### src/rtl/fc_pkg.sv
// fc_pkg: definitions shared by the FC output stage.
//   state_t      - controller states of fc_act_pack
//   Q_MAX/Q_MIN  - int8 saturation limits
//   *_DEF        - default widths used by the modules
//   lane_strb()  - byte-lane strobe for lanes 0..idx
package fc_pkg;

  localparam int PSUM_W_DEF  = 20;
  localparam int ADDR_W_DEF  = 7;
  localparam int SHIFT_W_DEF = 4;

  localparam int Q_MAX = 127;
  localparam int Q_MIN = -128;

  typedef enum logic [1:0] {
    S_IDLE,
    S_COLLECT,
    S_FLUSH,
    S_DONE
  } state_t;

  // Strobe with lanes 0..idx set, so a partial final word marks only its filled lanes.
  function automatic logic [3:0] lane_strb(input logic [1:0] idx);
    logic [3:0] s;
    case (idx)
      2'd0:    s = 4'b0001;
      2'd1:    s = 4'b0011;
      2'd2:    s = 4'b0111;
      default: s = 4'b1111;
    endcase
    return s;
  endfunction

endpackage

### src/rtl/fc_requant.sv
// fc_requant: combinational requantisation of one partial sum to int8.
//   psum    in  PSUM_W   signed partial sum
//   shift   in  SHIFT_W  right-shift amount
//   relu_en in  1        clamp negative inputs to zero
//   q       out 8        saturated int8 result (two's complement bits)
module fc_requant
  import fc_pkg::*;
#(
  parameter int PSUM_W  = PSUM_W_DEF,
  parameter int SHIFT_W = SHIFT_W_DEF
) (
  input  logic signed [PSUM_W-1:0]  psum,
  input  logic        [SHIFT_W-1:0] shift,
  input  logic                      relu_en,
  output logic        [7:0]         q
);

  // One guard bit so adding the rounding half can never overflow.
  localparam logic signed [PSUM_W:0] R_MAX = (PSUM_W+1)'(Q_MAX);
  localparam logic signed [PSUM_W:0] R_MIN = (PSUM_W+1)'(Q_MIN);

  logic signed [PSUM_W:0] y;
  logic signed [PSUM_W:0] half;
  logic signed [PSUM_W:0] sum;
  logic signed [PSUM_W:0] r;

  // Round-half-up: add 2^(shift-1), then arithmetic shift floors toward -inf.
  always_comb begin
    y    = (relu_en && psum[PSUM_W-1]) ? '0 : {psum[PSUM_W-1], psum};
    half = '0;
    sum  = y;
    r    = y;
    if (shift != '0) begin
      half = (PSUM_W+1)'(1) << (shift - SHIFT_W'(1));
      sum  = y + half;
      r    = sum >>> shift;
    end
    if (r > R_MAX)      q = R_MAX[7:0];
    else if (r < R_MIN) q = R_MIN[7:0];
    else                q = r[7:0];
  end

endmodule

### src/rtl/fc_act_pack.sv
// fc_act_pack: FC output stage. Requantises the PE-array result stream to
// int8, packs four results per 32-bit word and writes the output buffer.
//   clk, rst        clock, synchronous active-high reset
//   start_i         arms a new layer; latches shift_i / relu_en_i
//   valid_i/last_i  qualify psum_i; last_i marks the final result
//   obuf_*          output buffer write port (node n in lane n%4)
//   done_o          one-cycle pulse after the final write
//   out_cnt_o       results accepted this layer, saturating at 127
module fc_act_pack
  import fc_pkg::*;
#(
  parameter int PSUM_W  = PSUM_W_DEF,
  parameter int ADDR_W  = ADDR_W_DEF,
  parameter int SHIFT_W = SHIFT_W_DEF
) (
  input  logic                      clk,
  input  logic                      rst,
  input  logic                      start_i,
  input  logic        [SHIFT_W-1:0] shift_i,
  input  logic                      relu_en_i,
  input  logic                      valid_i,
  input  logic                      last_i,
  input  logic signed [PSUM_W-1:0]  psum_i,
  output logic                      obuf_wren_o,
  output logic        [ADDR_W-1:0]  obuf_wraddr_o,
  output logic        [31:0]        obuf_wdata_o,
  output logic        [3:0]         obuf_wstrb_o,
  output logic                      done_o,
  output logic        [6:0]         out_cnt_o
);

  state_t state, state_nxt;

  logic [SHIFT_W-1:0] shift_q;
  logic               relu_q;
  logic               accept;
  logic [7:0]         q_comb;

  logic               s1_valid;
  logic               s1_last;
  logic [7:0]         s1_byte;

  logic [1:0]         byte_idx;
  logic [31:0]        pack_q;
  logic [31:0]        full_word;
  logic [ADDR_W-1:0]  addr_q;
  logic               wr_last_q;
  logic [6:0]         out_cnt_q;

  assign accept    = (state == S_COLLECT) && valid_i;
  assign full_word = pack_q | ({24'd0, s1_byte} << {byte_idx, 3'b000});
  assign done_o    = (state == S_DONE);
  assign out_cnt_o = out_cnt_q;

  fc_requant #(
    .PSUM_W  (PSUM_W),
    .SHIFT_W (SHIFT_W)
  ) u_requant (
    .psum    (psum_i),
    .shift   (shift_q),
    .relu_en (relu_q),
    .q       (q_comb)
  );

  // Next-state logic. FLUSH waits until the write carrying the last byte
  // has been presented, so done_o lands one cycle after that write.
  always_comb begin
    state_nxt = state;
    case (state)
      S_IDLE:    if (start_i) state_nxt = S_COLLECT;
      S_COLLECT: if (accept && last_i) state_nxt = S_FLUSH;
      S_FLUSH:   if (obuf_wren_o && wr_last_q) state_nxt = S_DONE;
      S_DONE:    state_nxt = S_IDLE;
      default:   state_nxt = S_IDLE;
    endcase
  end

  // State, requant pipeline register, packer and write port.
  always_ff @(posedge clk) begin
    if (rst) begin
      state         <= S_IDLE;
      shift_q       <= '0;
      relu_q        <= 1'b0;
      s1_valid      <= 1'b0;
      s1_last       <= 1'b0;
      s1_byte       <= '0;
      byte_idx      <= '0;
      pack_q        <= '0;
      addr_q        <= '0;
      wr_last_q     <= 1'b0;
      out_cnt_q     <= '0;
      obuf_wren_o   <= 1'b0;
      obuf_wraddr_o <= '0;
      obuf_wdata_o  <= '0;
      obuf_wstrb_o  <= '0;
    end else begin
      state       <= state_nxt;
      s1_valid    <= accept;
      s1_last     <= accept & last_i;
      s1_byte     <= q_comb;
      obuf_wren_o <= 1'b0;
      wr_last_q   <= 1'b0;

      if (state == S_IDLE && start_i) begin
        shift_q   <= shift_i;
        relu_q    <= relu_en_i;
        addr_q    <= '0;
        byte_idx  <= '0;
        pack_q    <= '0;
        out_cnt_q <= '0;
      end

      if (accept && out_cnt_q != 7'd127) out_cnt_q <= out_cnt_q + 7'd1;

      // Emit on a full word or on the last result; otherwise keep filling.
      if (s1_valid) begin
        if (byte_idx == 2'd3 || s1_last) begin
          obuf_wren_o   <= 1'b1;
          obuf_wraddr_o <= addr_q;
          obuf_wdata_o  <= full_word;
          obuf_wstrb_o  <= lane_strb(byte_idx);
          wr_last_q     <= s1_last;
          addr_q        <= addr_q + ADDR_W'(1);
          byte_idx      <= '0;
          pack_q        <= '0;
        end else begin
          pack_q   <= full_word;
          byte_idx <= byte_idx + 2'd1;
        end
      end
    end
  end

endmodule

### config.mk
export PLATFORM = sky130hd
export DESIGN_NAME = fc_act_pack
export DESIGN_NICKNAME = d
export VERILOG_FILES = /design/src/rtl/fc_pkg.sv /design/src/rtl/fc_requant.sv /design/src/rtl/fc_act_pack.sv
export SDC_FILE = /design/constraint.sdc
export NUM_CORES = 1
export LEC_CHECK = 0
export ABC_AREA = 0
export CAP_MARGIN = 10
export CORE_MARGIN = 2
export CORE_UTILIZATION = 28
export DETAILED_ROUTE_END_ITERATION = 7
export DONT_BUFFER_PORTS = 1
export PLACE_DENSITY_LB_ADDON = 0.1
export SLEW_MARGIN = 20
export SYNTH_ARGS = -nofsm -noshare
export SYNTH_HDL_FRONTEND = slang
export SYNTH_SLANG_ARGS = --single-unit
### constraint.sdc
create_clock -name clk -period 4.2 [get_ports clk]
set_input_delay 0.42 -clock clk [delete_from_list [all_inputs] [get_ports clk]]
set_output_delay 0.42 -clock clk [all_outputs]
set_load 0.02 [all_outputs]
==> out/qor.yml <==
status: "finished, final reports clean"
final_count_of_hold_timing_violations: 0
port-buffer-count: 0
gp_congestion: 0.8974
detail_route.iter0.violations: 464
synth_edf_count: 0
ys_dominant_reg_cell: "dfxtp_1"
nets: 1048
drv_slew: 0
whs_path_depth: 1
timing.max_slew.rel_slack_pct: 31.52
holdPathEnd: "obuf_wdata_o[15]$_SDFFE_PP0P_"
first_global_vias: 6902
antenna_found_initial: 0
synth.ff_latch_count: 110
grt_overflow: 0
final_total_negative_setup_slack_ns: 0
synthesis.area_sq_um: 7133
num_io_pins: 82
cp-start-kind: "register"
final_clock_period_utilization_by_the_worst_path_pct: 95.61
type_of_the_most_critical_hold_path: "input pin to register"
pin_count_of_the_biggest_net_entering_global_routing: 104
clk_transition_reported_paths_ns: 0.08
area_of_the_die_sq_um: 26770
routed_wl_um: 24440
postPlaceCellArea_sq_um: 8234
core_area_sq_um: 25110
finalCriticalPeriod_ns: 4.016
tritoncts: "yes"
timing.hold.worst.start: "rst"
first_pass_grt_wire_length_um: 38210
worstPathArrival_ns: 4.24
syn_avg_cell_area_sq_um: 7.821
first_pass_iters: 5
die_w_um: 163.6
setup_ws_post_layout_ns: 0.1844
detail_route.vias_per_cell: 5.266
global_route.usage.total_pct: 18.12
worstSkewPairLatency_ns: 0.36
clk_path_buf_depth: 2
max_slew.worst_pin.slew_ns: 1.019
total_leakage_power_nw: 3.410
drt_drc_violations_left: 0
wl_per_cell_um: 18.43
synth.yosys.seq_area_share_pct: 30.87
layout.cells.most_common: "nor2_1"
power.density_nw_per_um2: 436.1
yosysWarnings: 0
core_utilization_of_the_finished_layout_pct: 35.52
worst-r2r-setup-slack_ns: 0.18
h-tree-depth: 3
filler_cell_count: 2735
clk_root_buffer_cell: "clkbuf_16"
netlist_instances: 912
whs_ns: 0.1339
finish.instance_area_sq_um: 8919
hpwl_um: 18430
endpoint_kind: "register"
syn_nets: 969
dp_worst_setup_slack_ns: -0.04301
start_util_pct: 28.41
syn2layout_area_growth_pct: 25.03
final_layout_size_suffix_gt1_share_pct: 24.50
setup_violations: 0
drv_cap: 0
standard_cell_rows: 58
final_antenna_net_count: 0
final_cell_mix: "nor2_1 (139), buf_4 (125), dfxtp_1 (106)"
ff2ff_path_depth: 17
ctsHoldBuffers: 0
crit_start: "relu_q$_SDFFE_PP0P_"
dr_total_vias: 6983
cts_buffers: 9
worstPathRequired_ns: 4.43
die_y_um: 163.6
critical_path.max_fanout: 12
critical_path.reg2reg.endpoint: "s1_byte[0]$_SDFF_PP0_"
timing.setup.critical_path_class: "register to register"
clock-sinks: 110
async_flop_share_pct: 0
r2r_start: "relu_q$_SDFFE_PP0P_"
max_freq_mhz: 249.0
ir_worst_vdd_uv: 328.6
fin_worst_skew_ns: 0.01448
netlist-cell-type-count: 88
diodes: 0
## layout make-up
cell class / instances / area (sq um) / share of cell area, %
Clock inverter: 7 / 77.57 / 0.8698
Sequential cell: 110 / 2207 / 24.75
Timing Repair Buffer: 127 / 978.4 / 10.97
Tap cell: 330 / 412.9 / 4.630
Clock buffer: 9 / 225.2 / 2.525
Inverter: 21 / 81.33 / 0.9119
Multi-Input combinational cell: 722 / 4936 / 55.35
## where the power goes
group,internal (mW),total (mW),switching [mW]
combinational,0.759,1.83,1.07
sequential,1.09,1.19,0.0998
clock,0.423,0.862,0.439
## flip-flops by register name, summed over array words and instances, names as in the netlist, 4 cells and up
signal         flops
shift_q            4
obuf_wraddr_o      7
pack_q            32
s1_byte            8
addr_q             7
out_cnt_o          7
obuf_wstrb_o       4
obuf_wdata_o      32
## worst max-delay path by stage
stage,end,slack (ns),cells after the start
after floorplan,s1_byte[0]$_SDFF_PP0_,0.005,17
after global placement,s1_byte[0]$_SDFF_PP0_,-0.05,16
after detailed placement,s1_byte[0]$_SDFF_PP0_,-0.04,16
after CTS,s1_byte[0]$_SDFF_PP0_,0.003,17
after global routing,s1_byte[0]$_SDFF_PP0_,-0.03,18
final,s1_byte[0]$_SDFF_PP0_,0.18,17
## stage by stage
step                cells  total power, mW
global route         1326            4.141
detailed placement   1300            2.884
global placement     1300            2.905
floorplan             912            2.252
CTS                  1316            3.764
finish               1326            3.889
## critical path, stage by stage, from the launching register on
cell and delay, ns:
dfxtp_2 0.33, nand2_2 0.06, buf_12 0.14, and2_4 0.16, ha_2 0.18, fa_2 0.34, a21o_1 0.21, a221oi_2 0.28
buf_4 0.18, nor4_4 0.06, nor3_2 0.21, mux2_4 0.34, o32ai_4 0.28, o21ai_2 0.12, nor4_4 0.32, nand4_1 0.19
o31ai_4 0.35, o221ai_2 0.14
## routing by layer
metal	vias up	part of all wire (%)	GRT usage [%]
li1	3474	-	-
met2	138	47	30.14
met5	-	0	0
met4	0	1.3	4.187
met1	3349	48	24.84
met3	22	3.9	2.438
## synthesized netlist by cell type, drive strengths merged (11+ instances only)
library cell	n	area, sq um
a21oi	73	384.1
dfxtp	110	2202
ha	26	325.3
nor2	146	548.0
nor3	47	245.2
inv	20	75.07
nand4	11	75.07
a22oi	38	295.3
clkbuf	39	146.4
o31ai	11	123.9
a211oi	44	350.3
mux2i	18	196.4
nand2	107	401.6
buf	20	90.09
o21ai	37	188.9
and2	19	118.9
nand3	17	85.08
## cells by family (layout without fill, tap and decap cells)
kind of cell | after synthesis | in the layout | share of synthesized area, %
AO/OA/AOI/OAI | 271 | 271 | 27.57
XOR/XNOR | 18 | 18 | 2.736
adder cells (fa/ha/maj) | 27 | 27 | 4.841
buffers and inverters | 80 | 164 | 4.420
flip-flops | 110 | 110 | 30.87
multiplexers | 28 | 28 | 5.280
AND/OR/NAND/NOR | 378 | 378 | 24.28
## timing repair
action,4_1_cts,5_1_grt
setup buffers,0,10
setup endpoints to repair,7,7
resized for setup,2,66
pin swaps,0,26
Power figures use the tool's default switching activity.
